## src/rtl/arm_ctrl_pkg.sv

```systemverilog
`default_nettype none
// ============================================================================
// Module      : arm_ctrl_pkg
// Description : Shared definitions for the pipelined ARM control unit.
//               Field widths, mode/opcode/execute-command/condition
//               constants, the per-stage control bundles and the
//               condition-evaluation helper.
// Revision    : 1.0 - initial release
// ============================================================================
package arm_ctrl_pkg;

  localparam int MODE_BITS   = 2;
  localparam int OPCODE_BITS = 4;
  localparam int CMD_BITS    = 4;
  localparam int RD_BITS     = 4;

  // Instruction modes
  localparam logic [MODE_BITS-1:0] c_MODE_ARITH  = 2'b00;
  localparam logic [MODE_BITS-1:0] c_MODE_MEM    = 2'b01;
  localparam logic [MODE_BITS-1:0] c_MODE_BRANCH = 2'b10;

  // Opcodes
  localparam logic [OPCODE_BITS-1:0] c_OP_AND = 4'b0000;
  localparam logic [OPCODE_BITS-1:0] c_OP_EOR = 4'b0001;
  localparam logic [OPCODE_BITS-1:0] c_OP_SUB = 4'b0010;
  localparam logic [OPCODE_BITS-1:0] c_OP_ADD = 4'b0100;
  localparam logic [OPCODE_BITS-1:0] c_OP_ADC = 4'b0101;
  localparam logic [OPCODE_BITS-1:0] c_OP_SBC = 4'b0110;
  localparam logic [OPCODE_BITS-1:0] c_OP_TST = 4'b1000;
  localparam logic [OPCODE_BITS-1:0] c_OP_CMP = 4'b1010;
  localparam logic [OPCODE_BITS-1:0] c_OP_ORR = 4'b1100;
  localparam logic [OPCODE_BITS-1:0] c_OP_MOV = 4'b1101;
  localparam logic [OPCODE_BITS-1:0] c_OP_MVN = 4'b1111;
  // Memory instructions use the ADD opcode for address generation
  localparam logic [OPCODE_BITS-1:0] c_OP_LDST = 4'b0100;

  // Execute commands
  localparam logic [CMD_BITS-1:0] c_EXE_NOP = 4'b0000;
  localparam logic [CMD_BITS-1:0] c_EXE_MOV = 4'b0001;
  localparam logic [CMD_BITS-1:0] c_EXE_ADD = 4'b0010;
  localparam logic [CMD_BITS-1:0] c_EXE_ADC = 4'b0011;
  localparam logic [CMD_BITS-1:0] c_EXE_SUB = 4'b0100;
  localparam logic [CMD_BITS-1:0] c_EXE_SBC = 4'b0101;
  localparam logic [CMD_BITS-1:0] c_EXE_AND = 4'b0110;
  localparam logic [CMD_BITS-1:0] c_EXE_ORR = 4'b0111;
  localparam logic [CMD_BITS-1:0] c_EXE_EOR = 4'b1000;
  localparam logic [CMD_BITS-1:0] c_EXE_MVN = 4'b1001;

  // Condition codes
  localparam logic [3:0] c_COND_EQ = 4'b0000;
  localparam logic [3:0] c_COND_NE = 4'b0001;
  localparam logic [3:0] c_COND_CS = 4'b0010;
  localparam logic [3:0] c_COND_CC = 4'b0011;
  localparam logic [3:0] c_COND_MI = 4'b0100;
  localparam logic [3:0] c_COND_PL = 4'b0101;
  localparam logic [3:0] c_COND_VS = 4'b0110;
  localparam logic [3:0] c_COND_VC = 4'b0111;
  localparam logic [3:0] c_COND_HI = 4'b1000;
  localparam logic [3:0] c_COND_LS = 4'b1001;
  localparam logic [3:0] c_COND_GE = 4'b1010;
  localparam logic [3:0] c_COND_LT = 4'b1011;
  localparam logic [3:0] c_COND_GT = 4'b1100;
  localparam logic [3:0] c_COND_LE = 4'b1101;
  localparam logic [3:0] c_COND_AL = 4'b1110;

  // Full control bundle held in ID/EX
  typedef struct packed {
    logic                valid;
    logic [CMD_BITS-1:0] cmd;
    logic                mem_read;
    logic                mem_write;
    logic                wb_en;
    logic                imm;
    logic                branch;
    logic                status_we;
    logic [RD_BITS-1:0]  rd;
  } ctrl_t;

  // Subset still needed in MEM
  typedef struct packed {
    logic               valid;
    logic               mem_read;
    logic               mem_write;
    logic               wb_en;
    logic [RD_BITS-1:0] rd;
  } mem_ctrl_t;

  // Subset still needed in WB; mem_read becomes mem_to_reg here
  typedef struct packed {
    logic               valid;
    logic               wb_en;
    logic               mem_read;
    logic [RD_BITS-1:0] rd;
  } wb_ctrl_t;

  // ARM condition evaluation; nzcv = {N, Z, C, V}. Code 1111 never passes.
  function automatic logic cond_pass(input logic [3:0] cond, input logic [3:0] nzcv);
    logic n, z, c, v;
    n = nzcv[3];
    z = nzcv[2];
    c = nzcv[1];
    v = nzcv[0];
    case (cond)
      c_COND_EQ: cond_pass = z;
      c_COND_NE: cond_pass = !z;
      c_COND_CS: cond_pass = c;
      c_COND_CC: cond_pass = !c;
      c_COND_MI: cond_pass = n;
      c_COND_PL: cond_pass = !n;
      c_COND_VS: cond_pass = v;
      c_COND_VC: cond_pass = !v;
      c_COND_HI: cond_pass = c && !z;
      c_COND_LS: cond_pass = !c || z;
      c_COND_GE: cond_pass = (n == v);
      c_COND_LT: cond_pass = (n != v);
      c_COND_GT: cond_pass = !z && (n == v);
      c_COND_LE: cond_pass = z || (n != v);
      c_COND_AL: cond_pass = 1'b1;
      default:   cond_pass = 1'b0;
    endcase
  endfunction

endpackage : arm_ctrl_pkg
`default_nettype wire

```

## src/rtl/ctrl_decoder.sv

```systemverilog
`default_nettype none
// ============================================================================
// Module      : ctrl_decoder
// Description : Pure combinational ARM decode for the ID stage plus the
//               condition check. Unrecognised encodings decode as a no-op
//               (valid kept, all control 0).
// Ports       : mode_i/opcode_i/s_i/imm_i/rd_i - instruction fields
//               cond_i/status_i                - condition field and NZCV
//               ctrl_o                         - decoded control bundle
//               cond_pass_o                    - condition result
// Config      : COND_CHECK_EN - when undefined cond_pass_o is tied to 1.
// Revision    : 1.0 - initial release
// ============================================================================
module ctrl_decoder
  import arm_ctrl_pkg::*;
(
  input  logic [MODE_BITS-1:0]   mode_i,
  input  logic [OPCODE_BITS-1:0] opcode_i,
  input  logic                   s_i,
  input  logic                   imm_i,
  input  logic [3:0]             cond_i,
  input  logic [3:0]             status_i,
  input  logic [RD_BITS-1:0]     rd_i,
  output ctrl_t                  ctrl_o,
  output logic                   cond_pass_o
);

  logic w_arith_known;

  always_comb begin
    ctrl_o        = '0;
    ctrl_o.valid  = 1'b1;
    ctrl_o.rd     = rd_i;
    w_arith_known = 1'b1;
    case (mode_i)
      c_MODE_ARITH: begin
        case (opcode_i)
          c_OP_MOV: ctrl_o.cmd = c_EXE_MOV;
          c_OP_MVN: ctrl_o.cmd = c_EXE_MVN;
          c_OP_ADD: ctrl_o.cmd = c_EXE_ADD;
          c_OP_ADC: ctrl_o.cmd = c_EXE_ADC;
          c_OP_SUB: ctrl_o.cmd = c_EXE_SUB;
          c_OP_SBC: ctrl_o.cmd = c_EXE_SBC;
          c_OP_AND: ctrl_o.cmd = c_EXE_AND;
          c_OP_ORR: ctrl_o.cmd = c_EXE_ORR;
          c_OP_EOR: ctrl_o.cmd = c_EXE_EOR;
          c_OP_CMP: ctrl_o.cmd = c_EXE_SUB;
          c_OP_TST: ctrl_o.cmd = c_EXE_AND;
          default:  w_arith_known = 1'b0;
        endcase
        if (w_arith_known) begin
          // CMP/TST only update flags, never the register file
          ctrl_o.wb_en     = !((opcode_i == c_OP_CMP) || (opcode_i == c_OP_TST));
          ctrl_o.status_we = s_i;
          ctrl_o.imm       = imm_i;
        end
      end
      c_MODE_MEM: begin
        if (opcode_i == c_OP_LDST) begin
          ctrl_o.cmd       = c_EXE_ADD;
          ctrl_o.imm       = 1'b1;
          // S distinguishes load (1) from store (0)
          ctrl_o.mem_read  = s_i;
          ctrl_o.wb_en     = s_i;
          ctrl_o.mem_write = !s_i;
        end
      end
      c_MODE_BRANCH: ctrl_o.branch = 1'b1;
      default: ;
    endcase
  end

`ifdef COND_CHECK_EN
  assign cond_pass_o = cond_pass(cond_i, status_i);
`else
  logic w_unused_cond;
  assign w_unused_cond = ^{cond_i, status_i};
  assign cond_pass_o   = 1'b1;
`endif

endmodule : ctrl_decoder
`default_nettype wire

```

## src/rtl/pipelined_control_unit.sv

```systemverilog
`default_nettype none
// ============================================================================
// Module      : pipelined_control_unit
// Description : ID-stage decode registered through ID/EX, EX/MEM and
//               MEM/WB. Supports bubbles (hazard / flush / invalid / failed
//               condition) and a global freeze that holds every stage.
// Ports       : clk, rst_n (sync, active low)
//               id_valid, mode, opcode, s, imm, cond, status, rd - ID inputs
//               hazard, flush, freeze                         - pipeline control
//               ex_*  - EX-stage control,  mem_* - MEM-stage control
//               wb_*  - WB-stage control,  id_cond_pass - ID condition result
// Config      : COND_CHECK_EN - a failing condition turns ID into a bubble;
//               undefined, every valid instruction executes.
// Revision    : 1.0 - initial release
// ============================================================================
module pipelined_control_unit
  import arm_ctrl_pkg::*;
#(
  parameter int MODE_W     = MODE_BITS,
  parameter int OPCODE_W   = OPCODE_BITS,
  parameter int EXEC_CMD_W = CMD_BITS,
  parameter int REG_ADDR_W = RD_BITS
) (
  input  logic                  clk,
  input  logic                  rst_n,
  input  logic                  id_valid,
  input  logic [MODE_W-1:0]     mode,
  input  logic [OPCODE_W-1:0]   opcode,
  input  logic                  s,
  input  logic                  imm,
  input  logic [3:0]            cond,
  input  logic [3:0]            status,
  input  logic [REG_ADDR_W-1:0] rd,
  input  logic                  hazard,
  input  logic                  flush,
  input  logic                  freeze,
  output logic                  ex_valid,
  output logic [EXEC_CMD_W-1:0] ex_cmd,
  output logic                  ex_mem_read,
  output logic                  ex_mem_write,
  output logic                  ex_wb_en,
  output logic                  ex_imm,
  output logic                  ex_branch,
  output logic                  ex_status_we,
  output logic [REG_ADDR_W-1:0] ex_rd,
  output logic                  mem_valid,
  output logic                  mem_read,
  output logic                  mem_write,
  output logic                  mem_wb_en,
  output logic [REG_ADDR_W-1:0] mem_rd,
  output logic                  wb_valid,
  output logic                  wb_en,
  output logic                  wb_mem_to_reg,
  output logic [REG_ADDR_W-1:0] wb_rd,
  output logic                  id_cond_pass
);

  ctrl_t     w_dec;
  ctrl_t     idex_d,  idex_q;
  mem_ctrl_t exmem_d, exmem_q;
  wb_ctrl_t  memwb_d, memwb_q;

  ctrl_decoder u_decoder (
    .mode_i      (mode),
    .opcode_i    (opcode),
    .s_i         (s),
    .imm_i       (imm),
    .cond_i      (cond),
    .status_i    (status),
    .rd_i        (rd),
    .ctrl_o      (w_dec),
    .cond_pass_o (id_cond_pass)
  );

  // Flush and hazard both collapse into one bubble; the EX-stage branch that
  // raised flush has already left ID/EX so it advances untouched.
  always_comb begin
    if (flush || hazard || !id_valid || !id_cond_pass) idex_d = '0;
    else                                               idex_d = w_dec;

    exmem_d.valid     = idex_q.valid;
    exmem_d.mem_read  = idex_q.mem_read;
    exmem_d.mem_write = idex_q.mem_write;
    exmem_d.wb_en     = idex_q.wb_en;
    exmem_d.rd        = idex_q.rd;

    memwb_d.valid     = exmem_q.valid;
    memwb_d.wb_en     = exmem_q.wb_en;
    memwb_d.mem_read  = exmem_q.mem_read;
    memwb_d.rd        = exmem_q.rd;
  end

  always_ff @(posedge clk) begin
    if (!rst_n) begin
      idex_q  <= '0;
      exmem_q <= '0;
      memwb_q <= '0;
    end else if (!freeze) begin
      idex_q  <= idex_d;
      exmem_q <= exmem_d;
      memwb_q <= memwb_d;
    end
  end

  assign ex_valid      = idex_q.valid;
  assign ex_cmd        = idex_q.cmd;
  assign ex_mem_read   = idex_q.mem_read;
  assign ex_mem_write  = idex_q.mem_write;
  assign ex_wb_en      = idex_q.wb_en;
  assign ex_imm        = idex_q.imm;
  assign ex_branch     = idex_q.branch;
  assign ex_status_we  = idex_q.status_we;
  assign ex_rd         = idex_q.rd;

  assign mem_valid     = exmem_q.valid;
  assign mem_read      = exmem_q.mem_read;
  assign mem_write     = exmem_q.mem_write;
  assign mem_wb_en     = exmem_q.wb_en;
  assign mem_rd        = exmem_q.rd;

  assign wb_valid      = memwb_q.valid;
  assign wb_en         = memwb_q.wb_en;
  assign wb_mem_to_reg = memwb_q.mem_read;
  assign wb_rd         = memwb_q.rd;

endmodule : pipelined_control_unit
`default_nettype wire

```

## config.mk

```make
export PLATFORM = sky130hd
export DESIGN_NAME = pipelined_control_unit
export DESIGN_NICKNAME = d
export VERILOG_FILES = /design/src/rtl/arm_ctrl_pkg.sv /design/src/rtl/ctrl_decoder.sv /design/src/rtl/pipelined_control_unit.sv
export SDC_FILE = /design/constraint.sdc
export NUM_CORES = 1
export LEC_CHECK = 0
export BUFFER_PORTS_ARGS = -buffer_cell sky130_fd_sc_hd__buf_2
export CAP_MARGIN = 20
export CORE_UTILIZATION = 49
export DETAILED_ROUTE_END_ITERATION = 7
export PLACE_DENSITY = 0.89
export SLEW_MARGIN = 20
export SYNTH_ARGS = -nofsm -noshare
export SYNTH_HDL_FRONTEND = slang
export SYNTH_SLANG_ARGS = --single-unit
export TNS_END_PERCENT = 5
```

## constraint.sdc

```tcl
create_clock -name clk -period 3.16 [get_ports clk]
set_input_delay 0 -clock clk [delete_from_list [all_inputs] [get_ports clk]]
set_output_delay 0 -clock clk [all_outputs]
set_load 0.005 [all_outputs]
```

==> metrics.txt <==
io pins 57; htree depth 2; first-pass GRT wire length ~4200 um; most common cell in the netlist dfxtp_1; clk sink count 30; CP Data Required Time 3.41 ns; metal2 WL 1390 um; area leader, netlist dfxtp_1; worst hold endpoint ex_wb_en; drt wl/cell ~13 um; largest net degree at the start of global routing 32; DR vias 1078; ys async rst share 0%; final net count 201; port bufs 47; Die W 53.4 um; number of global-route vias before repair about 1000; Clock Tree Buf Depth 2; clk root buf clkbuf_4; Seq/Total Area, Yosys a little under half; DRT met1 WL 1180 um; # rows 18; Area contributors post-synth dfxtp_1 46%, nor2b_1 14%, mux2i_1 12%; worst hold path depth 3; Largest stage delay, worst path 0.67 ns; Netlist cell types 32; post-route design area 1650 um2; Placer Congestion 0.791; Slew headroom 49.9%; P per Cell Area 438 nW/um2; # DRC 0; period utilization between 40 and 50%; Clock Pin Slew Worst Setup and Hold Paths 0.08 ns; Chip Height 53.4 um; status finished, final reports clean; TritonRoute pass-1 iters 4; met3 wire len between 100 and 150 um; Mapped Cells between 100 and 150; Core Box Area 2480 um2; IR drop worst, VDD 0.000359 V; initial antenna violation count 0; Worst Tran Pin Value 0.752 ns; Congestion Overflow GR 0; nature of the critical path startpoint input pin; GRT Util Overall 21.6%; critical-path cell list buf_2, nor4b_4, nor3b_4, nand4_1, a21boi_1; Max Fclk around 0.66 GHz; FF-to-FF End ex_mem_write; Syn. warnings 0; Post-Route Setup TNS 0 ns; # setup viols final 0; Final Hold Viols 0; CP Class in -> reg; Post-Syn Nets 152; Critical-path top delay cell nor4b_4; cells on worst reg2reg path 2; Post-DRT Antenna Nets 0; Syn-to-layout area delta 27.7%; vias per std cell 5.23; DR top layer met4; starting density of the core between 50% and 60%; DIE AREA between 2000 and 3000 um2; largest fanout on the critical path 31; initial detailed-routing violation count 11; FF-to-FF setup slack around 2.4 ns; Syn Area/Cell 10.3 um2; Clk Latency, worst-skew pair 0.32 ns; Reg2Reg Launch Point ex_mem_write; Post-Syn Area 1290 um2; Num CTS Buffers 5; min-delay worst type in -> reg; min-delay src mode[1]; CTS tree built; EDFF count, synth 0; DP Wirelength about 1900 um; share of cells above drive strength 1 roughly a third; area post-placement between 1500 and 2000 um2; area share of the largest cell type after synthesis 46.4%; Max Cap Viol 0; setup skew after layout about 0.0038 ns; Main synth FF type dfxtp_1; Setup crit end kind flop; min Tclk post-route 1.51 ns; unrepaired setup endpoints after global routing false; Lkg Pwr 0.751 nW; #FFs+latches synth 30; Post-synth top cells 30 x dfxtp_1, 28 x nor2b_1, 16 x mux2i_1; ANT cells 0; CP arrival 1.76 ns; drt total wl 2770 um; max-slew violations 0
## through the flow
step	worst slack (ns)	total power [mW]	utilization, %	hold WS [ns]	std cells
floorplan	2.01	0.430	-	0.153	126
global placement	1.47	0.446	61.1	0.255	192
detailed placement	1.33	0.450	61.1	0.272	192
CTS	1.65	0.730	66.7	0.0331	206
global route	1.54	0.753	66.7	0.0511	206
finish	1.65	0.724	66.7	0.0468	206
## worst max-delay path by stage
stage / startpoint / to / slack [ns] / cells past startpoint
after detailed placement: freeze / ex_imm / 1.33 / 5
after floorplan: freeze / ex_imm / 2.01 / 5
after global placement: freeze / ex_imm / 1.47 / 5
after CTS: freeze / ex_imm / 1.65 / 5
after global routing: freeze / ex_imm / 1.54 / 5
final: freeze / ex_imm / 1.65 / 5
## placed cells by master, fill, tap and decap left out
cell and instances:
clkbuf_8 3, buf_2 47, a22o_1 1, nor4b_4 1, nand2_1 2, inv_1 2
clkbuf_4 5, conb_1 1, and2_1 1, and4b_1 1, or3_1 1, nand4_1 2
xnor2_1 1, xor2_1 1, nor4b_1 1, dlygate4sd3_1 6, o21ai_0 2, dfxtp_1 30
a32oi_1 3, nor3b_4 1, nand3b_1 1, a21boi_1 2, a31oi_1 1, nor2b_1 28
a21oi_1 4, nand3_1 2, nand4b_1 1, a22oi_1 6, nand2b_1 1, a221oi_1 1
mux2i_1 16, a2111oi_0 1
## repair_timing
item / CTS / global route
hold endpoints to repair: 7 / 0
gates resized for setup: 0 / 0
hold buffers: 6 / 0
setup buffers: 0 / 0
endpoints found under the setup margin: 0 / 0
## kinds of logic after synthesis
group	Yosys count	share of synthesized area, %
flip-flops	30	46.4
buffers and inverters	13	4.74
AO/OA/AOI/OAI	21	11.5
other	1	0.290
XOR/XNOR	2	1.35
multiplexers	16	12.4
AND/OR/NAND/NOR	43	23.3
## worst max-delay path, delay by kind of cell
kind | cells | cell delay, ns
buffers and inverters | 1 | 0.34
and+or+nand+nor | 3 | 1.24
AOI/OAI and AO/OA | 1 | 0.17
## area by class of cell
class,instances,area (um2)
clock buffer,8,78.8
multi-input combinational,83,632
tap,30,37.5
sequential,30,601
timing repair buffer,53,295
fill,209,826
inverter,2,7.51
## metal layers
layer / global-route usage [%] / vias to the layer above
li1: - / 534
met1: 23.2 / 496
met2: 36.5 / 40
met3: 6.03 / 8
met4: 14.0 / 0
met5: 0 / -
## power breakdown
| part | internal [mW] | switching (mW) | leakage [nW] | total (mW) |
|---|---|---|---|---|
| Combinational | 0.0317 | 0.0335 | 0.465 | 0.0652 |
| Clock | 0.152 | 0.125 | 0.0446 | 0.277 |
| Sequential | 0.380 | 0.00147 | 0.242 | 0.381 |
Power figures use the tool's default switching activity.
